<file path="config.mk">
export PLATFORM = sky130hd
export DESIGN_NAME = mac3_accum
export DESIGN_NICKNAME = d
export VERILOG_FILES = /design/src/rtl/mac3_pkg.sv /design/src/rtl/float_add_sub.sv /design/src/rtl/mac3_accum.sv
export SDC_FILE = /design/constraint.sdc
export NUM_CORES = 1
export LEC_CHECK = 0
export BUFFER_PORTS_ARGS = -buffer_cell sky130_fd_sc_hd__buf_4
export CORE_MARGIN = 1.5
export CORE_UTILIZATION = 45
export DETAILED_ROUTE_END_ITERATION = 8
export SETUP_SLACK_MARGIN = 0.15
export SLEW_MARGIN = 20
export SYNTH_ARGS = -nofsm -noshare
export SYNTH_HDL_FRONTEND = slang
export SYNTH_SLANG_ARGS = --single-unit
</file>
<file path="constraint.sdc">
create_clock -name clk -period 57.6 [get_ports clk]
set_input_delay 17.28 -clock clk [delete_from_list [all_inputs] [get_ports clk]]
set_output_delay 17.28 -clock clk [all_outputs]
set_load 0.05 [all_outputs]
</file>
<file path="src/rtl/mac3_pkg.sv">
// Shared types and constants for the 3-term MAC reduction path.
package mac3_pkg;

    localparam int          FP_W    = 32;
    localparam logic [31:0] FP_ZERO = 32'h0000_0000;

    typedef enum logic [1:0] {
        IDLE = 2'd0,
        ACC  = 2'd1,
        OUT  = 2'd2
    } state_t;

    // Leading-zero count of a 27-bit significand; returns 27 for all-zero.
    function automatic logic [4:0] lzc27(input logic [26:0] v);
        logic [4:0] n;
        n = 5'd27;
        for (int i = 0; i < 27; i++) begin
            if (v[i]) n = 5'(26 - i);
        end
        return n;
    endfunction

endpackage

</file>
<file path="src/rtl/float_add_sub.sv">
// Combinational IEEE-754 single-precision adder, round-to-nearest-even,
// subnormals supported, NaN/Inf propagated.
module float_add_sub
    import mac3_pkg::*;
(
    input  logic            s_axis_a_tvalid,
    input  logic [FP_W-1:0] s_axis_a_tdata,
    input  logic            s_axis_b_tvalid,
    input  logic [FP_W-1:0] s_axis_b_tdata,
    output logic            m_axis_result_tvalid,
    output logic [FP_W-1:0] m_axis_result_tdata
);

    logic [31:0] x, y;
    logic        sx, sy, eff_sub, x_nan, y_nan, x_inf, y_inf, sticky, up;
    logic [7:0]  ex, ey, d;
    logic [26:0] mx, my, ys, n;
    logic [27:0] sum;
    logic [9:0]  e, sh;
    logic [4:0]  lz;
    logic [24:0] m25;
    logic [23:0] m24;

    assign m_axis_result_tvalid = s_axis_a_tvalid & s_axis_b_tvalid;

    // Align, add/subtract magnitudes, normalise, round, then patch specials.
    always_comb begin
        // order operands so x has the larger magnitude
        if (s_axis_b_tdata[30:0] > s_axis_a_tdata[30:0]) begin
            x = s_axis_b_tdata;
            y = s_axis_a_tdata;
        end else begin
            x = s_axis_a_tdata;
            y = s_axis_b_tdata;
        end
        sx      = x[31];
        sy      = y[31];
        eff_sub = sx ^ sy;
        x_nan   = (x[30:23] == 8'hFF) && (x[22:0] != 23'd0);
        y_nan   = (y[30:23] == 8'hFF) && (y[22:0] != 23'd0);
        x_inf   = (x[30:23] == 8'hFF) && (x[22:0] == 23'd0);
        y_inf   = (y[30:23] == 8'hFF) && (y[22:0] == 23'd0);

        // subnormals use exponent 1 with no hidden bit; 3 guard/round/sticky bits
        ex = (x[30:23] == 8'd0) ? 8'd1 : x[30:23];
        ey = (y[30:23] == 8'd0) ? 8'd1 : y[30:23];
        mx = {(x[30:23] != 8'd0), x[22:0], 3'b000};
        my = {(y[30:23] != 8'd0), y[22:0], 3'b000};
        d  = ex - ey;

        if (d >= 8'd27) begin
            ys     = '0;
            sticky = |my;
        end else begin
            ys     = my >> d[4:0];
            sticky = |(my << (5'd27 - d[4:0]));
        end
        ys[0] = ys[0] | sticky;

        sum = eff_sub ? ({1'b0, mx} - {1'b0, ys}) : ({1'b0, mx} + {1'b0, ys});

        e  = {2'b00, ex};
        lz = lzc27(sum[26:0]);
        sh = '0;
        if (sum[27]) begin
            n = {sum[27:2], sum[1] | sum[0]};
            e = e + 10'd1;
        end else begin
            // stop shifting at the subnormal boundary
            sh = ({5'd0, lz} > (e - 10'd1)) ? (e - 10'd1) : {5'd0, lz};
            n  = sum[26:0] << sh;
            e  = e - sh;
        end

        up  = n[2] & (n[1] | n[0] | n[3]);
        m25 = {1'b0, n[26:3]} + {24'd0, up};
        if (m25[24]) begin
            m24 = m25[24:1];
            e   = e + 10'd1;
        end else begin
            m24 = m25[23:0];
        end

        if (e >= 10'd255)
            m_axis_result_tdata = {sx, 8'hFF, 23'd0};
        else
            m_axis_result_tdata = {sx, (m24[23] ? e[7:0] : 8'd0), m24[22:0]};

        if (sum == 28'd0)
            m_axis_result_tdata = {(eff_sub ? 1'b0 : sx), 31'd0};
        if (x_inf)
            m_axis_result_tdata = (y_inf && eff_sub) ? 32'h7FC0_0000 : {sx, 8'hFF, 23'd0};
        if (x_nan || y_nan)
            m_axis_result_tdata = 32'h7FC0_0000;
    end

endmodule

</file>
<file path="src/rtl/mac3_accum.sv">
// Frame accumulator: sums N consecutive float beats left-to-right and
// presents one result per frame on a valid/ready port.
module mac3_accum
    import mac3_pkg::*;
#(
    parameter int LEN_W = 8
) (
    input  logic             clk,
    input  logic             rst,
    input  logic [LEN_W-1:0] cfg_len,
    input  logic             in_valid,
    output logic             in_ready,
    input  logic [FP_W-1:0]  in_data,
    input  logic             in_last,
    output logic             out_valid,
    input  logic             out_ready,
    output logic [FP_W-1:0]  out_data,
    output logic [LEN_W-1:0] out_beats
);

    state_t            state_q, state_d;
    logic [FP_W-1:0]   acc_q, acc_d, sum;
    logic [LEN_W-1:0]  cnt_q, cnt_d, len_q, len_d, eff_len, cnt_inc;
    logic              accept;

    float_add_sub u_add (
        .s_axis_a_tvalid      (1'b1),
        .s_axis_a_tdata       (acc_q),
        .s_axis_b_tvalid      (1'b1),
        .s_axis_b_tdata       (in_data),
        .m_axis_result_tvalid (),
        .m_axis_result_tdata  (sum)
    );

    // Ready depends only on state; held low while reset is applied.
    assign in_ready  = (state_q != OUT) && !rst;
    assign accept    = in_valid && in_ready;
    assign eff_len   = (cfg_len == '0) ? LEN_W'(1) : cfg_len;
    assign cnt_inc   = cnt_q + 1'b1;
    assign out_valid = (state_q == OUT);
    assign out_data  = acc_q;
    assign out_beats = cnt_q;

    // Next-state: first beat loads, later beats add, OUT holds until taken.
    always_comb begin
        state_d = state_q;
        acc_d   = acc_q;
        cnt_d   = cnt_q;
        len_d   = len_q;
        case (state_q)
            IDLE: if (accept) begin
                acc_d   = in_data;
                cnt_d   = LEN_W'(1);
                len_d   = eff_len;
                state_d = (in_last || eff_len == LEN_W'(1)) ? OUT : ACC;
            end
            ACC: if (accept) begin
                acc_d   = sum;
                cnt_d   = cnt_inc;
                state_d = (in_last || cnt_inc == len_q) ? OUT : ACC;
            end
            OUT: if (out_ready) state_d = IDLE;
            default: state_d = IDLE;
        endcase
    end

    // State, accumulator and counters; reset discards any partial result.
    always_ff @(posedge clk) begin
        if (rst) begin
            state_q <= IDLE;
            acc_q   <= FP_ZERO;
            cnt_q   <= '0;
            len_q   <= '0;
        end else begin
            state_q <= state_d;
            acc_q   <= acc_d;
            cnt_q   <= cnt_d;
            len_q   <= len_d;
        end
    end

endmodule
</file>
==> metrics.md <==
| Metric | Value |
|---|---|
| RePlAce Congestion | 1.10 |
| CP Class | in2reg |
| Placed inst area | 0.0169 mm² |
| Routed via count | a little over 20,000 |
| Hold-fix buffers, CTS | 0 |
| GRT Resource Usage Total | 0.397 |
| Seq cells post-synth | 50 |
| Fillers | between 3,000 and 4,000 |
| Initial antenna violation count | 1 |
| Max stage delay on crit path | about 700 ps |
| CP delay by family, top | compound AO/OA/AOI/OAI gates |
| Layout cell share with drive strength beyond 1 | 0.111 |
| Worst min path class | reg2reg |
| Worst-Skew Late Latency | 300 ps |
| Asr flop ratio synth | 0 |
| Crit-path slowest cell | clkinv_2 |
| Post-route ant nets | 0 |
| Hold path startpoint | len_q[1] |
| Clk slew on worst S/H paths | about 80 ps |
| Core area | ~0.035 mm² |
| Critical path required time | 57,820 ps |
| Distinct cell type count after synthesis | ~130 |
| Most common cell after layout, fill and taps aside | nand2_1 |
| TritonRoute pass-1 iters | 6 |
| Remaining DRCs | 0 |
| GR Overflow Total | 0 |
| First-pass GRT wire length | 112,000 µm |
| Crit end category | register |
| Area grow syn2layout | 6.70% |
| Vias in the first global route | approximately 18,000 |
| Number of synthesized flops with an enable pin | 0 |
| Most frequent cells in the layout | nand2_1, nor2_1, a21oi_1 |
| Primary FF master, synth | dfxtp_1 |
| Total CTS buffers | 5 |
| Warning count from the yosys run | 0 |
| Slew @ Worst Pin | 1210 ps |
| Drt wl/cell | 26.2 µm |
| Worst EP arrival | 36,150 ps |
| Die area | 0.0366 mm² |
| Avg Cell Area, Syn | approximately 6.7 µm² |
| RR Startpoint | out_data[22] |
| CTS Buffer Depth | 2 |
| Setup TNS | 0 ps |
| Max Cap Violations | 0 |
| Detailed Place HPWL | 58,400 µm |
| Final hold violations | 0 |
| Die boundary width | approximately 190 µm |
| Most Frequent Cell on Critical Path | a21oi_1 |
| CTS tree | done |
| CP Launch Type | primary input |
| Status | finished, final reports clean |
| Design area | 0.0170 mm² |
| Number of DRC markers in iteration 0 | 2,985 |
| Largest net degree at the start of global routing | 85 |
| Register area share after synthesis | 0.0627 |
| Setup Viol. Count Final | 0 |
| Final #Nets | 2,540 |
| Final Slew Violations | 0 |
| Final worst-path cycle share | 0.624 |
| Vias/cell | roughly 7 |
| Top Ports | 87 |
| Slew margin rel. | 0.186 |
| Detailed Route WL | 74,500 µm |
| Port Buffers | 86 |
| CTS HTree Levels | 2 |
| Netlist area before placement | 0.0160 mm² |
| Max Fclk | 27.8 MHz |
| CTS sink count | 50 |
| CP max FO | 69 |
| Post-synthesis cell count | 2,398 |
| Post-CTS setup buffers | 0 |
| Clock root cell | clkbuf_16 |
| Worst Setup SP | in_data[30] |
| Starting Density | 0.460 |
| Std cell rows | 68 |
| RSZ-0062 raised after global routing | false |
| Cts repair resizes | 0 |
| Chip height | 191 µm |
| Syn Nets | 2,551 |
| CP Buf/Inv Count | 8 |
| Post-route minimum period | roughly 36,000 ps |
| Skew final | ~8.6 ps |
[final cells by class]
| cell class | count | area (µm²) | share of cell area |
|---|---|---|---|
| Multi-Input combinational cell | 2084 | 13900 | 0.817 |
| Sequential cell | 50 | 1000 | 0.0587 |
| Tap cell | 455 | 569 | 0.0334 |
| Inverter | 124 | 474 | 0.0278 |
| Clock buffer | 5 | 125 | 0.00734 |
| Clock inverter | 3 | 28.8 | 0.00169 |
| Timing Repair Buffer | 122 | 916 | 0.0537 |
| Antenna cell | 1 | 2.50 | 0.000147 |
[metal layers]
layer  routed length [µm]  global-route usage
met5                    0                   0
met4                 3520               0.148
met3                 8200              0.0668
met2                30900               0.594
met1                31800               0.565
[kinds of logic after synthesis]
logic type / after synthesis / share of synthesized area
compound gates: 862 / 0.376
simple gates: 962 / 0.298
fa+ha+maj: 108 / 0.0860
xor+xnor: 62 / 0.0349
buf+inv: 264 / 0.0685
flops: 50 / 0.0627
mux: 89 / 0.0735
other cells: 1 / 0.000235
[path summary, 6_finish.rpt]
path,cells past startpoint,to,slack (ps)
max,62,out_data[12],21670
min,2,len_q[1],470
max reg2reg,62,out_data[12],38150
min reg2reg,2,len_q[1],470
[cell usage after synthesis, types with 16 or more instances]
master     instances  share of area
mux4_2            20          0.028
a31oi_1           39          0.015
and2_1            22         0.0086
mux2_2            18          0.013
nor3_1            72          0.023
nor4_1            44          0.017
or3_1             21         0.0082
buf_2             22         0.0069
o21a_1            20         0.0094
nand2b_1          29          0.011
o211a_1           18          0.011
xor2_1            18         0.0099
a21o_1            37          0.017
a2111oi_0         16         0.0088
clkbuf_1          92          0.022
and3_1            30          0.012
nand2_1          303          0.071
dfxtp_1           50          0.063
o22ai_1           26          0.010
nor2b_1           18         0.0070
o21ai_1           16         0.0050
a21oi_1          208          0.065
a211oi_1          33          0.016
o21ai_0          160          0.050
nand4_1           30          0.012
o211ai_1          36          0.017
o31ai_1           17         0.0080
or2_2             17         0.0067
xnor2_1           43          0.024
a221oi_1          17         0.0093
a22oi_1           17         0.0080
mux2i_1           48          0.030
inv_1            116          0.027
nor2_1           217          0.051
ha_1             105          0.082
nand3_1           82          0.026
a211o_1           16         0.0088
[tightest hold or removal path, delay by kind of cell, from the launching register on]
kind               cells  cell delay, ps
DFF                    1             320
and+or+nand+nor        1              50
AOI/OAI and AO/OA      1              50
[through the flow]
step | utilization | setup WS, ps | std cells | hold WS [ps]
floorplan | - | 21830 | 2398 | 448
global placement | 0.486 | 22240 | 2835 | 457
detailed placement | 0.486 | 21930 | 2835 | 461
CTS | 0.491 | 22160 | 2843 | 471
global route | 0.491 | 20450 | 2844 | 485
finish | 0.491 | 21670 | 2844 | 470
[flip-flops by register name, indices dropped and copies added (netlist names)]
name and cells:
out_data 32, out_beats 8, len_q 8, state_q 2
Power is not shown: default switching activity piles up to over one toggle a cycle in this logic, so the estimate is an artifact.
